==> config.mk <==
export PLATFORM = sky130hd
export DESIGN_NAME = block_renderer
export DESIGN_NICKNAME = d
export VERILOG_FILES = /design/src/rtl/gameplay_pkg.sv /design/src/rtl/block_renderer_rect_scanner.sv /design/src/rtl/block_renderer.sv
export SDC_FILE = /design/constraint.sdc
export NUM_CORES = 1
export LEC_CHECK = 0
export ABC_CLOCK_PERIOD_IN_PS = 8900
export BUFFER_PORTS_ARGS = -buffer_cell sky130_fd_sc_hd__buf_2
export CAP_MARGIN = 20
export CORE_ASPECT_RATIO = 0.6
export CORE_UTILIZATION = 45
export DETAILED_ROUTE_END_ITERATION = 16
export PLACE_DENSITY_LB_ADDON = 0.2
export SYNTH_ARGS = -nofsm -noshare
export SYNTH_HDL_FRONTEND = slang
export SYNTH_SLANG_ARGS = --single-unit
==> constraint.sdc <==
create_clock -name clk -period 8.9 [get_ports clk]
set_input_delay 0.89 -clock clk [delete_from_list [all_inputs] [get_ports clk]]
set_output_delay 0.89 -clock clk [all_outputs]
set_load 0.1 [all_outputs]
==> src/rtl/gameplay_pkg.sv <==
// Shared gameplay definitions used by the renderer.
// Holds the screen geometry, the erase colour, the named colour codes and the
// render FSM state encoding. There are no ports; modules import this package.
package gameplay_pkg;

  localparam int SCREEN_W = 160;
  localparam int SCREEN_H = 120;

  localparam logic [2:0] COL_BLACK   = 3'b000;
  localparam logic [2:0] COL_BLUE    = 3'b001;
  localparam logic [2:0] COL_GREEN   = 3'b010;
  localparam logic [2:0] COL_CYAN    = 3'b011;
  localparam logic [2:0] COL_RED     = 3'b100;
  localparam logic [2:0] COL_MAGENTA = 3'b101;
  localparam logic [2:0] COL_YELLOW  = 3'b110;
  localparam logic [2:0] COL_WHITE   = 3'b111;

  localparam logic [2:0] BG_COLOUR = COL_BLACK;

  typedef enum logic [1:0] {
    ST_IDLE  = 2'd0,
    ST_ERASE = 2'd1,
    ST_DRAW  = 2'd2,
    ST_DONE  = 2'd3
  } render_state_t;

endpackage

==> src/rtl/block_renderer_rect_scanner.sv <==
// Row-major rectangle scanner: cx counts 0..BLOCK_W-1 (inner), cy counts
// 0..BLOCK_H-1 (outer), advancing one position per cycle while step is high.
// Ports:
//   clk, reset : clock and synchronous active-high reset
//   clear      : return both counters to zero (wins over step)
//   step       : advance to the next pixel position
//   cx, cy     : current pixel offset inside the rectangle
//   last       : high while the counters sit on the final pixel
module rect_scanner #(
  parameter int BLOCK_W = 20,
  parameter int BLOCK_H = 4
) (
  input  logic       clk,
  input  logic       reset,
  input  logic       clear,
  input  logic       step,
  output logic [4:0] cx,
  output logic [3:0] cy,
  output logic       last
);

  localparam logic [4:0] CX_MAX = 5'(BLOCK_W - 1);
  localparam logic [3:0] CY_MAX = 4'(BLOCK_H - 1);

  logic [4:0] cx_q;
  logic [3:0] cy_q;

  always_ff @(posedge clk) begin
    if (reset || clear) begin
      cx_q <= '0;
      cy_q <= '0;
    end else if (step) begin
      if (cx_q == CX_MAX) begin
        cx_q <= '0;
        cy_q <= (cy_q == CY_MAX) ? 4'd0 : cy_q + 4'd1;
      end else begin
        cx_q <= cx_q + 5'd1;
      end
    end
  end

  assign cx   = cx_q;
  assign cy   = cy_q;
  assign last = (cx_q == CX_MAX) && (cy_q == CY_MAX);

endmodule

==> src/rtl/block_renderer.sv <==
// Block renderer: turns the current block position into a pixel stream for
// the VGA adapter. Each request first erases the previously drawn rectangle
// (unless keep marks the old block as landed) and then draws the new one.
// Ports:
//   clk, reset            : clock and synchronous active-high reset
//   start, keep           : render request and erase suppression (IDLE only)
//   new_x, new_y          : left/top edge of the block
//   colour_in             : block colour
//   x, y, colour, plot    : registered pixel write to the VGA adapter
//   busy                  : frame in progress
//   done                  : one-cycle completion pulse
module block_renderer
  import gameplay_pkg::*;
#(
  parameter int         BLOCK_W   = 20,
  parameter int         BLOCK_H   = 4,
  parameter int         SCREEN_W  = gameplay_pkg::SCREEN_W,
  parameter int         SCREEN_H  = gameplay_pkg::SCREEN_H,
  parameter logic [2:0] BG_COLOUR = gameplay_pkg::BG_COLOUR
) (
  input  logic       clk,
  input  logic       reset,
  input  logic       start,
  input  logic       keep,
  input  logic [7:0] new_x,
  input  logic [6:0] new_y,
  input  logic [2:0] colour_in,
  output logic [7:0] x,
  output logic [6:0] y,
  output logic [2:0] colour,
  output logic       plot,
  output logic       busy,
  output logic       done
);

  localparam logic [8:0] SCR_W9 = 9'(SCREEN_W);
  localparam logic [7:0] SCR_H8 = 8'(SCREEN_H);

  // Sums are one bit wider than the screen coordinates, so a block hanging
  // off the right/bottom edge is clipped instead of wrapping to column 0.
  function automatic logic on_screen(input logic [8:0] sx, input logic [7:0] sy);
    return (sx < SCR_W9) && (sy < SCR_H8);
  endfunction

  render_state_t state_q;
  logic [7:0] lat_x_q, last_x_q;
  logic [6:0] lat_y_q, last_y_q;
  logic [2:0] lat_col_q;
  logic       have_last_q;
  logic [7:0] x_q;
  logic [6:0] y_q;
  logic [2:0] colour_q;
  logic       plot_q, busy_q, done_q;

  logic [4:0] cx;
  logic [3:0] cy;
  logic       scan_last;
  logic       scanning_d, erasing_d, scan_clear_d;
  logic [7:0] base_x_d;
  logic [6:0] base_y_d;
  logic [8:0] sum_x_d;
  logic [7:0] sum_y_d;

  assign erasing_d    = (state_q == ST_ERASE);
  assign scanning_d   = erasing_d || (state_q == ST_DRAW);
  // Counters are held at zero between frames and rewound between phases.
  assign scan_clear_d = !scanning_d || scan_last;

  rect_scanner #(
    .BLOCK_W (BLOCK_W),
    .BLOCK_H (BLOCK_H)
  ) u_scan (
    .clk   (clk),
    .reset (reset),
    .clear (scan_clear_d),
    .step  (scanning_d),
    .cx    (cx),
    .cy    (cy),
    .last  (scan_last)
  );

  // Address stage: pixel position from the counters, registered below
  assign base_x_d = erasing_d ? last_x_q : lat_x_q;
  assign base_y_d = erasing_d ? last_y_q : lat_y_q;
  assign sum_x_d  = {1'b0, base_x_d} + {4'b0, cx};
  assign sum_y_d  = {1'b0, base_y_d} + {4'b0, cy};

  // Output stage: FSM and registered pixel write
  always_ff @(posedge clk) begin
    if (reset) begin
      state_q     <= ST_IDLE;
      x_q         <= '0;
      y_q         <= '0;
      colour_q    <= '0;
      plot_q      <= 1'b0;
      busy_q      <= 1'b0;
      done_q      <= 1'b0;
      have_last_q <= 1'b0;
    end else begin
      plot_q <= 1'b0;
      done_q <= 1'b0;
      if (scanning_d) begin
        x_q      <= sum_x_d[7:0];
        y_q      <= sum_y_d[6:0];
        colour_q <= erasing_d ? BG_COLOUR : lat_col_q;
        plot_q   <= on_screen(sum_x_d, sum_y_d);
      end
      unique case (state_q)
        ST_IDLE: begin
          if (start) begin
            lat_x_q   <= new_x;
            lat_y_q   <= new_y;
            lat_col_q <= colour_in;
            busy_q    <= 1'b1;
            state_q   <= (have_last_q && !keep) ? ST_ERASE : ST_DRAW;
          end
        end
        ST_ERASE: begin
          if (scan_last) state_q <= ST_DRAW;
        end
        ST_DRAW: begin
          if (scan_last) begin
            state_q <= ST_DONE;
            done_q  <= 1'b1;
          end
        end
        ST_DONE: begin
          last_x_q    <= lat_x_q;
          last_y_q    <= lat_y_q;
          have_last_q <= 1'b1;
          busy_q      <= 1'b0;
          state_q     <= ST_IDLE;
        end
        default: state_q <= ST_IDLE;
      endcase
    end
  end

  assign x      = x_q;
  assign y      = y_q;
  assign colour = colour_q;
  assign plot   = plot_q;
  assign busy   = busy_q;
  assign done   = done_q;

endmodule

==> metrics <==
crit path time final 3.28 ns; P&R area growth vs syn 20.6%; Clock power frac 26.1%; CORE AREA between 6000 and 7000 um2; Slew @ Worst Pin a little over 0.9 ns; WL final just over 6000 um; sequential area share after synthesis around 54%; Post-CTS Setup Bufs 0; layout cells sized above 1 22.5%; DRC 0; multi-input logic area 1320 um2; Max Cap Viol 0; Vias/cell 5.16; Initial Util 48.2%; Reg power frac between 20% and 30%; Register Area between 1500 and 2000 um2; drt first-iter violations approximately 130; Max Fanout on Critical Path 22; Crit path required time 9.18 ns; final hold vios 0; P_int 0.803 mW; Avg WL per Cell between 15 and 20 um; CTS buffer count 9; syn nets between 300 and 400; hold_buf cts 0; setup_tns 0 ns; clock latency on the worst-skew pair approximately 0.34 ns; Syn Inst Count approximately 270; worst vdd ir 0.328 mV; Rows 22; Ys Warns 0; critical path type flop to flop; CTS tree yes; RePlAce Congestion 0.847; nets 360; DPL Wire Length roughly 4400 um; DIE HEIGHT between 60 and 70 um; hold crit path type flop to flop; largest net degree at the start of global routing 28; sw frac between 40% and 50%; synthesized area per cell 11.2 um2; CP Capture Type flop; clk root buf clkbuf_16; RSZ-0062 raised after global routing no; Setup Skew around 0.0065 ns; Filler Cells Inserted ~530; Yosys reg bits 66; htree depth 3; vias in the first global route between 2000 and 2500; synth unique cells 44; Max transition margin a little under two fifths; Leakage between 1 and 1.5 nW; FMAX roughly 0.3 GHz; gr usage total 20.0%; initial antenna violation count 0; status completed; CTS Sinks 66; clock-pin slew on the worst setup and hold paths roughly 0.060 ns; diode count 0; drt pass-1 iters 4; Post-synth EDFFs 33; PwrDens approximately 400 nW/um2; Net Switching 0.675 mW; die width approximately 110 um; max-slew violation count 0; # IOs 43; final setup fails 0; grt ovf 0; post_cts resized 0; Die ar. around 7100 um2; CTS max path bufs 2; vias roughly 2100; Synth Cell Area slightly above 3000 um2; Startpoint Class flop; leading register cell type out of synthesis edfxtp_1; Final Cycle Share between 30% and 40%; port buffer count 42; asr flop ratio synth 0%; Tot Pwr 1.48 mW; critical path data arrival time about 3.6 ns; Logic pwr share 45.3%; first-pass GRT wire length roughly 10000 um; Final ANT Viol Nets 0
-- registers in the layout (all words and copies together), names as in the netlist, 4 cells and up --
register,count
u_scan.cx,5
last_x_q,8
lat_x_q,8
lat_y_q,7
u_scan.cy,4
x,8
y,7
last_y_q,7
-- cell usage in the layout, fill, tap and decap left out, drive strengths merged, types with 4 or more instances in the layout --
cell / Yosys / routed
nand3: 7 / 7
xor2: 4 / 4
ha: 16 / 16
buf: 4 / 45
mux2i: 13 / 13
inv: 11 / 13
mux2: 10 / 10
a21oi: 15 / 15
a211oi: 8 / 8
nand2: 14 / 14
nor2b: 9 / 9
xnor2: 5 / 5
dfxtp: 33 / 33
clkbuf: 4 / 9
nand2b: 7 / 7
nor2: 32 / 32
o21ai: 8 / 8
edfxtp: 33 / 33
-- metrics by stage --
step | cell area [um2] | cells | utilization (%) | setup WS, ns | hold WS [ns]
4_1_cts | 3680 | 409 | 58.1 | 5.63 | 0.455
2_1_floorplan | 3050 | 272 | - | 6.03 | 0.418
3_3_place_gp | 3340 | 392 | 52.8 | 5.73 | 0.444
5_1_grt | 3680 | 409 | 58.1 | 5.41 | 0.463
6_report | 3680 | 409 | 58.1 | 5.62 | 0.450
3_5_place_dp | 3350 | 393 | 52.9 | 5.65 | 0.441
-- kinds of logic (layout without fill, tap and decap cells) --
logic type	after synthesis	in the layout	share of synthesized area, %
AO/OA/AOI/OAI	50	50	10.6
AND/OR/NAND/NOR	87	87	14.3
buffers and inverters	19	72	2.54
adder cells (fa/ha/maj)	18	18	7.88
XOR/XNOR	9	9	2.58
multiplexers	23	23	7.96
flip-flops	66	66	54.1
-- area by class of cell --
class                           instances  area share (%)
Clock buffer                            9            6.12
Clock inverter                          7            2.76
Inverter                               11            1.12
Multi-Input combinational cell        187            35.9
Sequential cell                        66            44.9
Tap cell                               84            2.86
Timing Repair Buffer                   45            6.33
-- cell usage after synthesis, drive strengths merged, types with 4 or more instances --
library cell | number | area [um2]
a211oi | 8 | 60.1
a21oi | 15 | 75.1
buf | 4 | 21.3
clkbuf | 4 | 15.0
dfxtp | 33 | 661
edfxtp | 33 | 991
ha | 16 | 200
inv | 11 | 41.3
mux2 | 10 | 113
mux2i | 13 | 130
nand2 | 14 | 52.6
nand2b | 7 | 43.8
nand3 | 7 | 35.0
nor2 | 32 | 120
nor2b | 9 | 56.3
o21ai | 8 | 40.0
xnor2 | 5 | 43.8
xor2 | 4 | 35.0
-- routing by layer --
layer / vias up / track usage [%] / part of all wire (%)
li1: 1082 / - / -
met1: 969 / 30.8 / 58
met2: 53 / 24.8 / 36
met3: 8 / 6.40 / 4.9
met4: 0 / 8.11 / 1.0
met5: - / 0 / 0
-- critical path, stage by stage (launching register included) --
cell	delay, ns
dfxtp_1	0.34
inv_1	0.11
ha_1	0.77
mux2_2	0.43
ha_1	0.22
fa_1	0.41
a21o_1	0.22
a21oi_1	0.14
o22ai_1	0.09
a211oi_1	0.26
o221a_2	0.22
-- power groups by stage --
stage	Combinational [mW]	Clock [mW]	Sequential, mW
after global placement	0.663	0	0.427
after floorplan	0.261	0	0.713
after detailed placement	0.665	0	0.428
after global routing	0.716	0.406	0.430
final	0.670	0.385	0.423
after CTS	0.670	0.391	0.423
-- path summary, 6_finish.rpt --
kind | start | cells after the start | slack (ns) | end
worst min register to register | lat_x_q[0] | 0 | 0.45 | last_x_q[0]
worst max register to register | state_q[1] | 10 | 5.62 | plot
worst min-delay path | lat_x_q[0] | 0 | 0.45 | last_x_q[0]
worst max-delay path | state_q[1] | 10 | 5.62 | plot
Note: power is estimated with default switching activity, not from simulation.
